[config.mk]
export PLATFORM = sky130hd
export DESIGN_NAME = pipe_hazard_ctrl_flat
export DESIGN_NICKNAME = d
export VERILOG_FILES = /design/src/rtl/pipe_hazard_ctrl_if.sv /design/src/rtl/pipe_hazard_ctrl.sv /design/src/flat_wrapper.sv
export SDC_FILE = /design/constraint.sdc
export NUM_CORES = 1
export LEC_CHECK = 0
export ABC_AREA = 1
export BUFFER_PORTS_ARGS = -buffer_cell sky130_fd_sc_hd__buf_2
export CORE_MARGIN = 1
export CORE_UTILIZATION = 58
export DETAILED_ROUTE_END_ITERATION = 10
export PLACE_DENSITY = 0.93
export SLEW_MARGIN = 40
export SYNTH_ARGS = -nofsm -noshare
export SYNTH_HDL_FRONTEND = slang
export SYNTH_SLANG_ARGS = --single-unit
[constraint.sdc]
create_clock -name clk -period 3.7 [get_ports clk]
set_input_delay 0.74 -clock clk [delete_from_list [all_inputs] [get_ports clk]]
set_output_delay 0.74 -clock clk [all_outputs]
set_load 0.05 [all_outputs]
[src/rtl/pipe_hazard_ctrl_if.sv]
// Bundle of control/decode signals between the datapath and the pipeline
// hazard controller. The datapath side uses the master modport, the
// controller uses the slave modport.
interface pipe_hazard_ctrl_if #(
    parameter int STAGES     = 4,
    parameter int REG_ADDR_W = 3,
    parameter int CNT_W      = 16
);
    logic                  fetch_valid_i;
    logic [REG_ADDR_W-1:0] dec_src_a_i;
    logic                  dec_use_a_i;
    logic [REG_ADDR_W-1:0] dec_src_b_i;
    logic                  dec_use_b_i;
    logic [REG_ADDR_W-1:0] dec_dst_i;
    logic                  dec_wr_i;
    logic                  redirect_i;
    logic                  ext_stall_i;
    logic [STAGES-2:0]     stage_valid_o;
    logic [STAGES-1:0]     stage_en_o;
    logic                  pc_load_o;
    logic                  hazard_o;
    logic                  fwd_a_o;
    logic                  fwd_b_o;
    logic [CNT_W-1:0]      stall_cnt_o;
    logic [CNT_W-1:0]      flush_cnt_o;

    modport master (
        output fetch_valid_i, dec_src_a_i, dec_use_a_i, dec_src_b_i,
               dec_use_b_i, dec_dst_i, dec_wr_i, redirect_i, ext_stall_i,
        input  stage_valid_o, stage_en_o, pc_load_o, hazard_o, fwd_a_o,
               fwd_b_o, stall_cnt_o, flush_cnt_o
    );

    modport slave (
        input  fetch_valid_i, dec_src_a_i, dec_use_a_i, dec_src_b_i,
               dec_use_b_i, dec_dst_i, dec_wr_i, redirect_i, ext_stall_i,
        output stage_valid_o, stage_en_o, pc_load_o, hazard_o, fwd_a_o,
               fwd_b_o, stall_cnt_o, flush_cnt_o
    );
endinterface

[src/rtl/pipe_hazard_ctrl.sv]
// Pipeline control: per-stage valid/destination tracking, RAW hazard
// detection against older stages, bubble insertion, redirect flush and
// external-memory freeze, plus saturating stall/flush counters.
// Optional macro PIPE_FWD_EN: writeback-stage producers are bypassed
// (fwd_a_o/fwd_b_o) instead of stalling.
module pipe_hazard_ctrl #(
    parameter int STAGES     = 4,
    parameter int REG_ADDR_W = 3,
    parameter int CNT_W      = 16
) (
    input logic                clk,
    input logic                reset,
    pipe_hazard_ctrl_if.slave  bus
);

    typedef enum logic [1:0] {
        M_ADVANCE,
        M_BUBBLE,
        M_FLUSH,
        M_FREEZE
    } mode_t;

`ifdef PIPE_FWD_EN
    // The writeback stage is bypassed, so it never causes a stall.
    localparam int STALL_TOP = STAGES - 2;
`else
    // No RF write-through: the writeback stage still has to drain.
    localparam int STALL_TOP = STAGES - 1;
`endif

    logic [STAGES-1:1]     v;
    logic                  wr  [1:STAGES-1];
    logic [REG_ADDR_W-1:0] dst [1:STAGES-1];

    logic [CNT_W-1:0]      stall_cnt;
    logic [CNT_W-1:0]      flush_cnt;

    logic                  match_a;
    logic                  match_b;
    logic                  hazard;
    mode_t                 mode;

    function automatic logic [CNT_W-1:0] sat_inc(input logic [CNT_W-1:0] c);
        return (&c) ? c : c + 1'b1;
    endfunction

    // Compare decode sources against every older in-flight producer.
    always_comb begin
        match_a = 1'b0;
        match_b = 1'b0;
        for (int j = 2; j <= STALL_TOP; j++) begin
            if (v[j] && wr[j] && (dst[j] == bus.dec_src_a_i)) match_a = 1'b1;
            if (v[j] && wr[j] && (dst[j] == bus.dec_src_b_i)) match_b = 1'b1;
        end
        hazard = v[1] & ((bus.dec_use_a_i & match_a) | (bus.dec_use_b_i & match_b));
    end

    // Select the cycle mode by priority and derive the register enables.
    always_comb begin
        mode          = M_ADVANCE;
        bus.stage_en_o = '1;
        bus.pc_load_o  = 1'b0;
        if (bus.ext_stall_i) begin
            mode           = M_FREEZE;
            bus.stage_en_o = '0;
        end else if (bus.redirect_i) begin
            mode          = M_FLUSH;
            bus.pc_load_o = 1'b1;
        end else if (hazard) begin
            mode              = M_BUBBLE;
            bus.stage_en_o[0] = 1'b0;
            bus.stage_en_o[1] = 1'b0;
        end
    end

    // Advance, bubble or clear the per-stage tracking state and counters.
    always_ff @(posedge clk) begin
        if (!reset) begin
            v         <= '0;
            stall_cnt <= '0;
            flush_cnt <= '0;
            for (int k = 1; k <= STAGES - 1; k++) begin
                wr[k]  <= 1'b0;
                dst[k] <= '0;
            end
        end else begin
            case (mode)
                M_FREEZE: ;
                M_FLUSH: begin
                    v         <= '0;
                    flush_cnt <= sat_inc(flush_cnt);
                end
                M_BUBBLE, M_ADVANCE: begin
                    // Stage-2 fields come straight from decode at the 1->2 transfer.
                    dst[2] <= bus.dec_dst_i;
                    wr[2]  <= bus.dec_wr_i;
                    for (int k = 3; k <= STAGES - 1; k++) begin
                        v[k]   <= v[k-1];
                        wr[k]  <= wr[k-1];
                        dst[k] <= dst[k-1];
                    end
                    if (mode == M_BUBBLE) begin
                        v[2]      <= 1'b0;
                        stall_cnt <= sat_inc(stall_cnt);
                    end else begin
                        v[1]   <= bus.fetch_valid_i;
                        wr[1]  <= bus.dec_wr_i;
                        dst[1] <= bus.dec_dst_i;
                        v[2]   <= v[1];
                    end
                end
                default: ;
            endcase
        end
    end

    assign bus.stage_valid_o = v;
    assign bus.hazard_o      = hazard;
    assign bus.stall_cnt_o   = stall_cnt;
    assign bus.flush_cnt_o   = flush_cnt;

`ifdef PIPE_FWD_EN
    assign bus.fwd_a_o = v[1] & bus.dec_use_a_i & v[STAGES-1] & wr[STAGES-1]
                         & (dst[STAGES-1] == bus.dec_src_a_i) & ~match_a;
    assign bus.fwd_b_o = v[1] & bus.dec_use_b_i & v[STAGES-1] & wr[STAGES-1]
                         & (dst[STAGES-1] == bus.dec_src_b_i) & ~match_b;
`else
    assign bus.fwd_a_o = 1'b0;
    assign bus.fwd_b_o = 1'b0;
`endif

endmodule

[src/flat_wrapper.sv]
// flat-port wrapper written by rule: the top's interface ports become plain ports
module pipe_hazard_ctrl_flat 
#(
    parameter int STAGES     = 4,
    parameter int REG_ADDR_W = 3,
    parameter int CNT_W      = 16
)
  (clk, reset, bus_fetch_valid_i, bus_dec_src_a_i, bus_dec_use_a_i, bus_dec_src_b_i, bus_dec_use_b_i, bus_dec_dst_i, bus_dec_wr_i, bus_redirect_i, bus_ext_stall_i, bus_stage_valid_o, bus_stage_en_o, bus_pc_load_o, bus_hazard_o, bus_fwd_a_o, bus_fwd_b_o, bus_stall_cnt_o, bus_flush_cnt_o);
  pipe_hazard_ctrl_if #(.STAGES(STAGES), .REG_ADDR_W(REG_ADDR_W), .CNT_W(CNT_W)) bus_i ();
  input logic clk;
  input logic reset;
  input wire logic [$bits(bus_i.fetch_valid_i)-1:0] bus_fetch_valid_i;
  input wire logic [$bits(bus_i.dec_src_a_i)-1:0] bus_dec_src_a_i;
  input wire logic [$bits(bus_i.dec_use_a_i)-1:0] bus_dec_use_a_i;
  input wire logic [$bits(bus_i.dec_src_b_i)-1:0] bus_dec_src_b_i;
  input wire logic [$bits(bus_i.dec_use_b_i)-1:0] bus_dec_use_b_i;
  input wire logic [$bits(bus_i.dec_dst_i)-1:0] bus_dec_dst_i;
  input wire logic [$bits(bus_i.dec_wr_i)-1:0] bus_dec_wr_i;
  input wire logic [$bits(bus_i.redirect_i)-1:0] bus_redirect_i;
  input wire logic [$bits(bus_i.ext_stall_i)-1:0] bus_ext_stall_i;
  output wire logic [$bits(bus_i.stage_valid_o)-1:0] bus_stage_valid_o;
  output wire logic [$bits(bus_i.stage_en_o)-1:0] bus_stage_en_o;
  output wire logic [$bits(bus_i.pc_load_o)-1:0] bus_pc_load_o;
  output wire logic [$bits(bus_i.hazard_o)-1:0] bus_hazard_o;
  output wire logic [$bits(bus_i.fwd_a_o)-1:0] bus_fwd_a_o;
  output wire logic [$bits(bus_i.fwd_b_o)-1:0] bus_fwd_b_o;
  output wire logic [$bits(bus_i.stall_cnt_o)-1:0] bus_stall_cnt_o;
  output wire logic [$bits(bus_i.flush_cnt_o)-1:0] bus_flush_cnt_o;
  assign bus_i.fetch_valid_i = bus_fetch_valid_i;
  assign bus_i.dec_src_a_i = bus_dec_src_a_i;
  assign bus_i.dec_use_a_i = bus_dec_use_a_i;
  assign bus_i.dec_src_b_i = bus_dec_src_b_i;
  assign bus_i.dec_use_b_i = bus_dec_use_b_i;
  assign bus_i.dec_dst_i = bus_dec_dst_i;
  assign bus_i.dec_wr_i = bus_dec_wr_i;
  assign bus_i.redirect_i = bus_redirect_i;
  assign bus_i.ext_stall_i = bus_ext_stall_i;
  assign bus_stage_valid_o = bus_i.stage_valid_o;
  assign bus_stage_en_o = bus_i.stage_en_o;
  assign bus_pc_load_o = bus_i.pc_load_o;
  assign bus_hazard_o = bus_i.hazard_o;
  assign bus_fwd_a_o = bus_i.fwd_a_o;
  assign bus_fwd_b_o = bus_i.fwd_b_o;
  assign bus_stall_cnt_o = bus_i.stall_cnt_o;
  assign bus_flush_cnt_o = bus_i.flush_cnt_o;
  pipe_hazard_ctrl #(.STAGES(STAGES), .REG_ADDR_W(REG_ADDR_W), .CNT_W(CNT_W)) u_core (.clk(clk), .reset(reset), .bus(bus_i));
endmodule
==> results of run 1 <==
-- layout make-up --
cell class                      instances  area [um2]
Multi-Input combinational cell        260        1290
Fill cell                             351        1190
Sequential cell                        43         941
Timing Repair Buffer                   59         300
Inverter                               51         191
Clock buffer                            6        72.6
Tap cell                               50        62.6
Clock inverter                          2        8.76
-- registers in the layout (all words and copies together), names as in the netlist --
signal                    count
u_core.bus.stall_cnt_o       16
u_core.bus.stage_valid_o      3
u_core.bus.flush_cnt_o       16
u_core.wr                     2
u_core.dst                    6
-- cells by family after synthesis --
kind of cell / Yosys count / share of synthesized area (%)
AOI/OAI and AO/OA: 40 / 9.09
adders and majority gates: 2 / 1.00
other: 1 / 0.150
DFF: 43 / 37.8
and+or+nand+nor: 204 / 37.2
buffers and inverters: 62 / 10.5
xor gates and xnor gates: 12 / 4.22
-- where the power goes --
group	internal [mW]	switching, mW
sequential	0.485	0.00648
clock	0.130	0.157
combinational	0.0219	0.0610
total	0.637	0.225
-- metrics by stage --
| step | hold WS (ns) | cell area, um2 | utilization [%] |
|---|---|---|---|
| finish | 0.475 | 2870 | 70.7 |
| global route | 0.508 | 2870 | 70.7 |
| CTS | 0.488 | 2870 | 70.7 |
| detailed placement | 0.471 | 2790 | 68.7 |
| global placement | 0.461 | 2790 | 68.7 |
| floorplan | 0.545 | 2500 | - |
-- worst min path at each step --
stage          slack [ns]                         end  depth (start not counted)                  startpoint
2_1_floorplan        0.55             u_core.wr[1][1]                          2             u_core.wr[1][0]
3_3_place_gp         0.46  u_core.bus.flush_cnt_o[15]                          2  u_core.bus.flush_cnt_o[15]
3_5_place_dp         0.47  u_core.bus.flush_cnt_o[15]                          2  u_core.bus.flush_cnt_o[15]
4_1_cts              0.49  u_core.bus.flush_cnt_o[15]                          2  u_core.bus.flush_cnt_o[15]
5_1_grt              0.51  u_core.bus.stall_cnt_o[13]                          2  u_core.bus.stall_cnt_o[13]
6_report             0.47  u_core.bus.flush_cnt_o[15]                          2  u_core.bus.flush_cnt_o[15]
-- cells in the mapped netlist, drive strengths merged (5+ instances only) --
cell type	instances	area (um2)
xor2	10	87.6
nor3	9	55.1
nand2	100	383
buf	9	63.8
nand4	18	113
a21oi	27	154
edfxtp	8	240
dfxtp	35	701
nor3b	5	53.8
o21ai	10	50.1
nor2	48	180
nand3	20	113
inv	51	191
-- layer usage --
layer	vias to the layer above	track usage, %	share of wire [%]
met5	-	0	0
met4	0	8.78	1.5
met3	9	5.91	5.3
met2	75	46.8	50
met1	1150	31.5	44
li1	1270	-	-
-- worst max-delay path, cell delays in order --
cell	delay, ns
buf_2	0.11
inv_1	0.04
nand2_1	0.05
nand2_1	0.06
nor2_1	0.10
nand2_1	0.05
nand2_1	0.05
nand2_1	0.07
nand2_1	0.07
buf_4	0.23
nand3_1	0.09
nand2_1	0.10
inv_1	0.05
buf_2	0.20
==> flow_summary.ini, run 1 <==
[worst_setup_path]
worst-r2r-setup-slack_ns = 1.49
worstSetupEndpoint = bus_stage_en_o[0]
end_kind = output port
crit_start = bus_dec_src_a_i[1]
r2r-end = u_core.bus.stall_cnt_o[3]
arrival_ns = 2.02
crit_fanout = 18
r2r_cells = 9
path_class = input pin to output port
start_kind = input pin
r2r-start = u_core.bus.stall_cnt_o[1]
cp.required_ns = 2.96

[cts]
cts_setup_buffers = 0
cts_tree = done
cts_made_buffers = 5
clk_pin_slew_ns = 0.07
cts_hold_buf = 0
root_buffer = clkbuf_8
cts.sinks = 43
cts_max_level = 2
clkLatencyLatePin_ns = 0.30
cts_buffer_depth = 2
ctsResizeCount = 0

[place]
dpl.cell_count = 463
routabilityCongestion = 0.939
dp_hpwl_um = 4200
pre_cts_slack_ns = 0.957
io_buffers = 57

[outcome]
status = finished clean

[pwr]
power_density_nw_per_um2 = 300
p_total_mw = 0.862
leakage_nw = 1.30
ir_drop_mv = 0.229

[final_layout]
area.growth.synth_to_final_pct = 15.1
fin_nets = 439
antenna_cells = 0
final_common_cell = nand2_1
layout_common_cells = nand2_1, buf_2, nor2_1
stdcell_count = 471
drive_gt1_share_pct = 19.7

[timing]
hold_viol = 0
fin_setup_tns_ns = 0
fin_worst_skew_ns = 0.00733
fin_ws_ns = 0.944
setup_viol = 0
finalMaxSlewViolations = 0
max_freq_mhz = 363
min_period_ns = 2.76
rsz0062_at_grt = no
post-route-period-util_pct = 74.5
max_slew_margin_pct = 50.6
worst_pin_slew_ns = 0.736

[die]
die-area_um2 = 4560
io_pins = 60
die_h_um = 67.6
rows = 23
start_util_pct = 61.4
die_w_um = 67.6
core_um2 = 4060

[global_route]
grt_pass1_wl_um = 9250
gr-total-overflow = 0
grt_util_all_layers_pct = 26.6
grt_pass1_vias = 2253
antenna_found_initial = 0
grt_max_degree = 25

[logic_synthesis]
synth_ff_type = dfxtp_1
postSynthAreaPerCell_um2 = 6.85
seq_area_frac_synth_pct = 37.8
ys_warn_count = 0
synth_cell_type_count = 33
ys_async_sr_fraction_pct = 0
ys_ff_latch = 43
synthCells = 364
netlist_area_um2 = 2490
synth_edf_count = 8

[detailed_routing]
drt_iter0_drc = 144
firstDrtPassIters = 4
route.detailed.drc = 0
ant_nets = 0
vias_per_cell = 5.32
vias = 2504
wl_um = 5580
wire_per_inst_um = 11.8

[flow_run]
cap_violations = 0

[hold_path]
hold_path_class = flip-flop to flip-flop
No activity file was read; power rests on OpenSTA's default activity.
==> run 2, diff against run 1 <==
--- a/config.mk
+++ b/config.mk
@@ -8,9 +8,9 @@
 export ABC_AREA = 1
 export BUFFER_PORTS_ARGS = -buffer_cell sky130_fd_sc_hd__buf_2
 export CORE_MARGIN = 1
-export CORE_UTILIZATION = 58
+export CORE_UTILIZATION = 53
 export DETAILED_ROUTE_END_ITERATION = 10
-export PLACE_DENSITY = 0.93
+export PLACE_DENSITY = 0.86
 export SLEW_MARGIN = 40
 export SYNTH_ARGS = -nofsm -noshare
 export SYNTH_HDL_FRONTEND = slang
==> constraint.sdc (replaced) <==
create_clock -name clk -period 2.8 [get_ports clk]
set_input_delay 0.56 -clock clk [delete_from_list [all_inputs] [get_ports clk]]
set_output_delay 0.56 -clock clk [all_outputs]
set_load 0.05 [all_outputs]
==> flow_summary.ini, run 2 (synthesis results as in run 1) <==
[worst_setup_path]
path_class = flip-flop to output port
worstSetupEndpoint = bus_stage_en_o[1]
cp.required_ns = 2.24
crit_family = simple AND/OR/NAND/NOR gates
end_kind = output port
r2r_cells = 9
arrival_ns = 1.78
cp_common_cell = nand2_1
crit_start = u_core.dst[1][0]
crit_slowest_cell = edfxtp_1
start_kind = flip-flop
r2r-end = u_core.bus.stall_cnt_o[7]
cp.depth = 12
crit_chain = inv_1, nand2_1, nand2_1, nor2_1, nand2_1, nand2_1, nand2_1, nand2_1, nand3_1, nand2_1, inv_1, buf_2
crit_path_max_incr_delay_ns = 0.41
path_buf_inv = 3
crit_fanout = 3
r2r-start = u_core.bus.stall_cnt_o[0]
worst-r2r-setup-slack_ns = 0.61

[cts]
cts_tree = done
cts_buffer_depth = 2
root_buffer = clkbuf_8
cts_made_buffers = 5
cts_setup_buffers = 0
clk_pin_slew_ns = 0.08
cts.sinks = 43
cts_hold_buf = 0
ctsResizeCount = 0
cts_max_level = 2
clkLatencyLatePin_ns = 0.29

[final_layout]
final_common_cell = nand2_1
fin_nets = 440
antenna_cells = 0
ff_latch_area_um2 = 941
drive_gt1_share_pct = 20.1
fill_cells = 399
multiInputGateArea_um2 = 1290
layout_common_cells = nand2_1, buf_2, inv_1, nor2_1, dfxtp_1
area.growth.synth_to_final_pct = 15.9
finish.instance_area_um2 = 2890

[outcome]
status = finished with violations
violations = design-rule violations

[die]
die_w_um = 70.6
rows = 24
die_h_um = 70.6
core_um2 = 4440
die-area_um2 = 4980
io_pins = 60
start_util_pct = 56.1

[pwr]
ir_drop_mv = 0.351
leakage_nw = 1.31
power_density_nw_per_um2 = 404

[detailed_routing]
route.detailed.drc = 8
drt_iter0_drc = 166
vias_per_cell = 5.26
vias = 2495
wl_um = 5560
ant_nets = 0
wire_per_inst_um = 11.7
firstDrtPassIters = 7

[place]
io_buffers = 57
dp_hpwl_um = 4160
routabilityCongestion = 0.860
placed_area_um2 = 2800

[timing]
setup_viol = 0
min_period_ns = 2.34
worst_pin_slew_ns = 0.602
fin_setup_tns_ns = 0
post-route-period-util_pct = 83.7
finalMaxSlewViolations = 0
max_freq_mhz = 427
rsz0062_at_grt = no
max_slew_margin_pct = 59.7
fin_worst_skew_ns = 0.00293
hold_viol = 0

[global_route]
grt_pass1_vias = 2173
grt_max_degree = 17
grt_pass1_wl_um = 9170
antenna_found_initial = 0
gr-total-overflow = 0
grt_util_all_layers_pct = 22.8

[flow_run]
cap_violations = 0

[hold_path]
hold_path_class = flip-flop to flip-flop
hold_start = u_core.bus.flush_cnt_o[15]
-- run 2: how the worst min path moves through the flow --
stage	end	slack, ns	cells after the start
after floorplan	u_core.wr[1][1]	0.55	2
after global placement	u_core.bus.flush_cnt_o[15]	0.46	2
after detailed placement	u_core.bus.flush_cnt_o[15]	0.46	2
after CTS	u_core.bus.flush_cnt_o[15]	0.48	2
after global routing	u_core.bus.flush_cnt_o[15]	0.51	2
final	u_core.bus.flush_cnt_o[15]	0.48	2
-- run 2: stage by stage --
stage | cells | hold WS (ns) | setup slack [ns] | utilization, % | power, mW
floorplan | 365 | 0.545 | 0.256 | - | 0.744
global placement | 466 | 0.464 | 0.611 | 63.0 | 0.772
detailed placement | 466 | 0.464 | 0.582 | 63.0 | 0.775
CTS | 474 | 0.485 | 0.467 | 65.0 | 1.18
global route | 474 | 0.512 | 0.314 | 65.0 | 1.21
finish | 474 | 0.479 | 0.458 | 65.0 | 1.17
-- run 2: final cells by class --
type	count	area share (%)
clock inverter	1	0.173
timing repair buffer	60	10.7
multi-input combinational	260	44.7
inverter	51	6.63
sequential	43	32.6
tap	52	2.25
clock buffer	7	2.99
-- run 2: power by group --
group / internal [mW] / switching, mW
clock: 0.199 / 0.208
combinational: 0.0299 / 0.0821
sequential: 0.641 / 0.00816
total: 0.870 / 0.299
-- run 2: per-layer routing --
| layer | wire [um] | share of wire (%) | vias up | global-route usage [%] |
|---|---|---|---|---|
| met5 | 0 | 0 | - | 0 |
| met2 | 2690 | 48 | 67 | 37.8 |
| li1 | - | - | 1279 | - |
| met4 | 48 | 0.86 | 0 | 8.00 |
| met3 | 268 | 4.8 | 7 | 4.70 |
| met1 | 2550 | 46 | 1142 | 29.8 |
-- run 2: tightest hold or removal path, stage by stage, from the launching register on --
cell,delay (ns)
dfxtp_1,0.32
inv_1,0.06
a21oi_1,0.06
==> run 3, diff against run 2 <==
--- a/config.mk
+++ b/config.mk
@@ -8,9 +8,9 @@
 export ABC_AREA = 1
 export BUFFER_PORTS_ARGS = -buffer_cell sky130_fd_sc_hd__buf_2
 export CORE_MARGIN = 1
-export CORE_UTILIZATION = 53
+export CORE_UTILIZATION = 48
 export DETAILED_ROUTE_END_ITERATION = 10
-export PLACE_DENSITY = 0.86
+export PLACE_DENSITY = 0.83
 export SLEW_MARGIN = 40
 export SYNTH_ARGS = -nofsm -noshare
 export SYNTH_HDL_FRONTEND = slang
==> constraint.sdc (replaced) <==
create_clock -name clk -period 2 [get_ports clk]
set_input_delay 0.4 -clock clk [delete_from_list [all_inputs] [get_ports clk]]
set_output_delay 0.4 -clock clk [all_outputs]
set_load 0.05 [all_outputs]
==> flow_summary.ini, run 3 (synthesis results as in run 1) <==
[final_layout]
drive_gt1_share_pct = 25.8
fin_nets = 452
area.growth.synth_to_final_pct = 24.5
final_core_util_pct = 64.0
layout_common_cells = nand2_1, buf_2, inv_1
antenna_cells = 0
fill_cells = 440
stdcell_count = 501
final_common_cell = nand2_1
finish.instance_area_um2 = 3100

[worst_setup_path]
crit_path_max_incr_delay_ns = 0.42
r2r-end = u_core.bus.stall_cnt_o[15]
crit_fanout = 3
crit_chain = inv_1, nor2_1, nor2_2, nand2_1, nand2_1, nand2_2, nand2_2, nand3_2, nand2_2, clkinvlp_4, buf_8
worst-r2r-setup-slack_ns = 0.10
cp_common_cell = nand2_2
crit_slowest_cell = edfxtp_1
r2r_cells = 12
end_kind = output port
start_kind = flip-flop
cp.required_ns = 1.60
arrival_ns = 1.77
path_class = flip-flop to output port
r2r-start = u_core.dst[1][4]

[hold_path]
hold_path_class = input pin to flip-flop
min_path_cells = 3
hold_start = bus_ext_stall_i
hold_end = u_core.bus.stage_valid_o[1]

[timing]
hold_viol = 0
max_freq_mhz = 462
post-route-period-util_pct = 108
min_period_ns = 2.17
rsz0062_at_grt = yes
finalMaxSlewViolations = 0
fin_setup_tns_ns = -0.363
setup_viol = 3
fin_ws_ns = -0.166
fin_worst_skew_ns = 0.00750

[cts]
cts_buffer_depth = 2
cts_tree = done
root_buffer = clkbuf_8
cts_made_buffers = 5
clkLatencyLatePin_ns = 0.30
cts_hold_buf = 0
cts_max_level = 2
cts.sinks = 43
clk_pin_slew_ns = 0.08

[place]
pre_cts_slack_ns = 0.00535
dp_hpwl_um = 4320
placed_area_um2 = 2890
io_buffers = 57
routabilityCongestion = 0.895
dpl.cell_count = 487

[die]
core_um2 = 4850
die-area_um2 = 5480
start_util_pct = 51.4
die_h_um = 74.1
die_w_um = 74.1
rows = 25
io_pins = 60

[outcome]
status = finished with violations
violations = negative setup slack

[detailed_routing]
vias_per_cell = 5.05
drt_iter0_drc = 142
wire_per_inst_um = 12.0
wl_um = 6000
ant_nets = 0
route.detailed.drc = 0
firstDrtPassIters = 4
vias = 2531

[global_route]
gr-total-overflow = 0
grt_pass1_wl_um = 9960
grt_util_all_layers_pct = 23.4
grt_max_degree = 18
grt_pass1_vias = 2366
antenna_found_initial = 0

[flow_run]
cap_violations = 0

[pwr]
leakage_nw = 1.37
ir_drop_mv = 0.408
power_density_nw_per_um2 = 564
[run 3: metrics by stage]
| step | hold slack [ns] | power (mW) |
|---|---|---|
| finish | 0.389 | 1.75 |
| global route | 0.379 | 1.82 |
| CTS | 0.374 | 1.76 |
| detailed placement | 0.459 | 1.09 |
| global placement | 0.467 | 1.08 |
| floorplan | 0.538 | 1.04 |
[run 3: final cells by class]
type	count	area (um2)	share of cell area [%]
inverters	51	195	6.29
clock inverters	1	30.0	0.967
repair buffers	71	433	13.9
multi-input cells	261	1330	43.0
flip-flops and latches	43	952	30.7
well taps	67	83.8	2.70
clock buffers	7	76.3	2.46
[run 3: per-layer routing]
layer  global-route usage (%)  routed length (um)
met4                     8.12                  79
met2                     42.5                2990
met1                     26.8                2630
met5                        0                   0
met3                     5.42                 301
[run 3: power breakdown]
group          switching [mW]  leakage (nW)  internal, mW
clock network           0.297        0.0524         0.374
logic                   0.119         0.952        0.0534
registers              0.0126         0.370         0.895
total                   0.429          1.37          1.32
[run 3: worst max-delay path: cells and delay by family, from the launching register on]
| kind | cells | cell delay [ns] |
|---|---|---|
| and+or+nand+nor | 8 | 0.66 |
| buffers and inverters | 3 | 0.37 |
| DFF | 1 | 0.42 |
[run 3: worst max-delay path by stage]
stage | startpoint | end | cells past startpoint
floorplan | u_core.bus.stage_valid_o[2] | bus_stage_en_o[1] | 12
global placement | bus_dec_src_a_i[0] | bus_stage_en_o[0] | 12
detailed placement | bus_dec_src_a_i[1] | bus_stage_en_o[0] | 13
CTS | u_core.dst[1][0] | bus_stage_en_o[0] | 11
global route | u_core.dst[1][0] | bus_stage_en_o[1] | 11
finish | u_core.dst[1][4] | bus_stage_en_o[0] | 11
[run 3: what timing repair did]
action                                  in CTS  in global routing
pin swaps                                    4                  5
endpoints found under the setup margin       3                 10
buffers inserted                             4                  2
cloned                                       0                  1
gates resized for setup                     14                  3
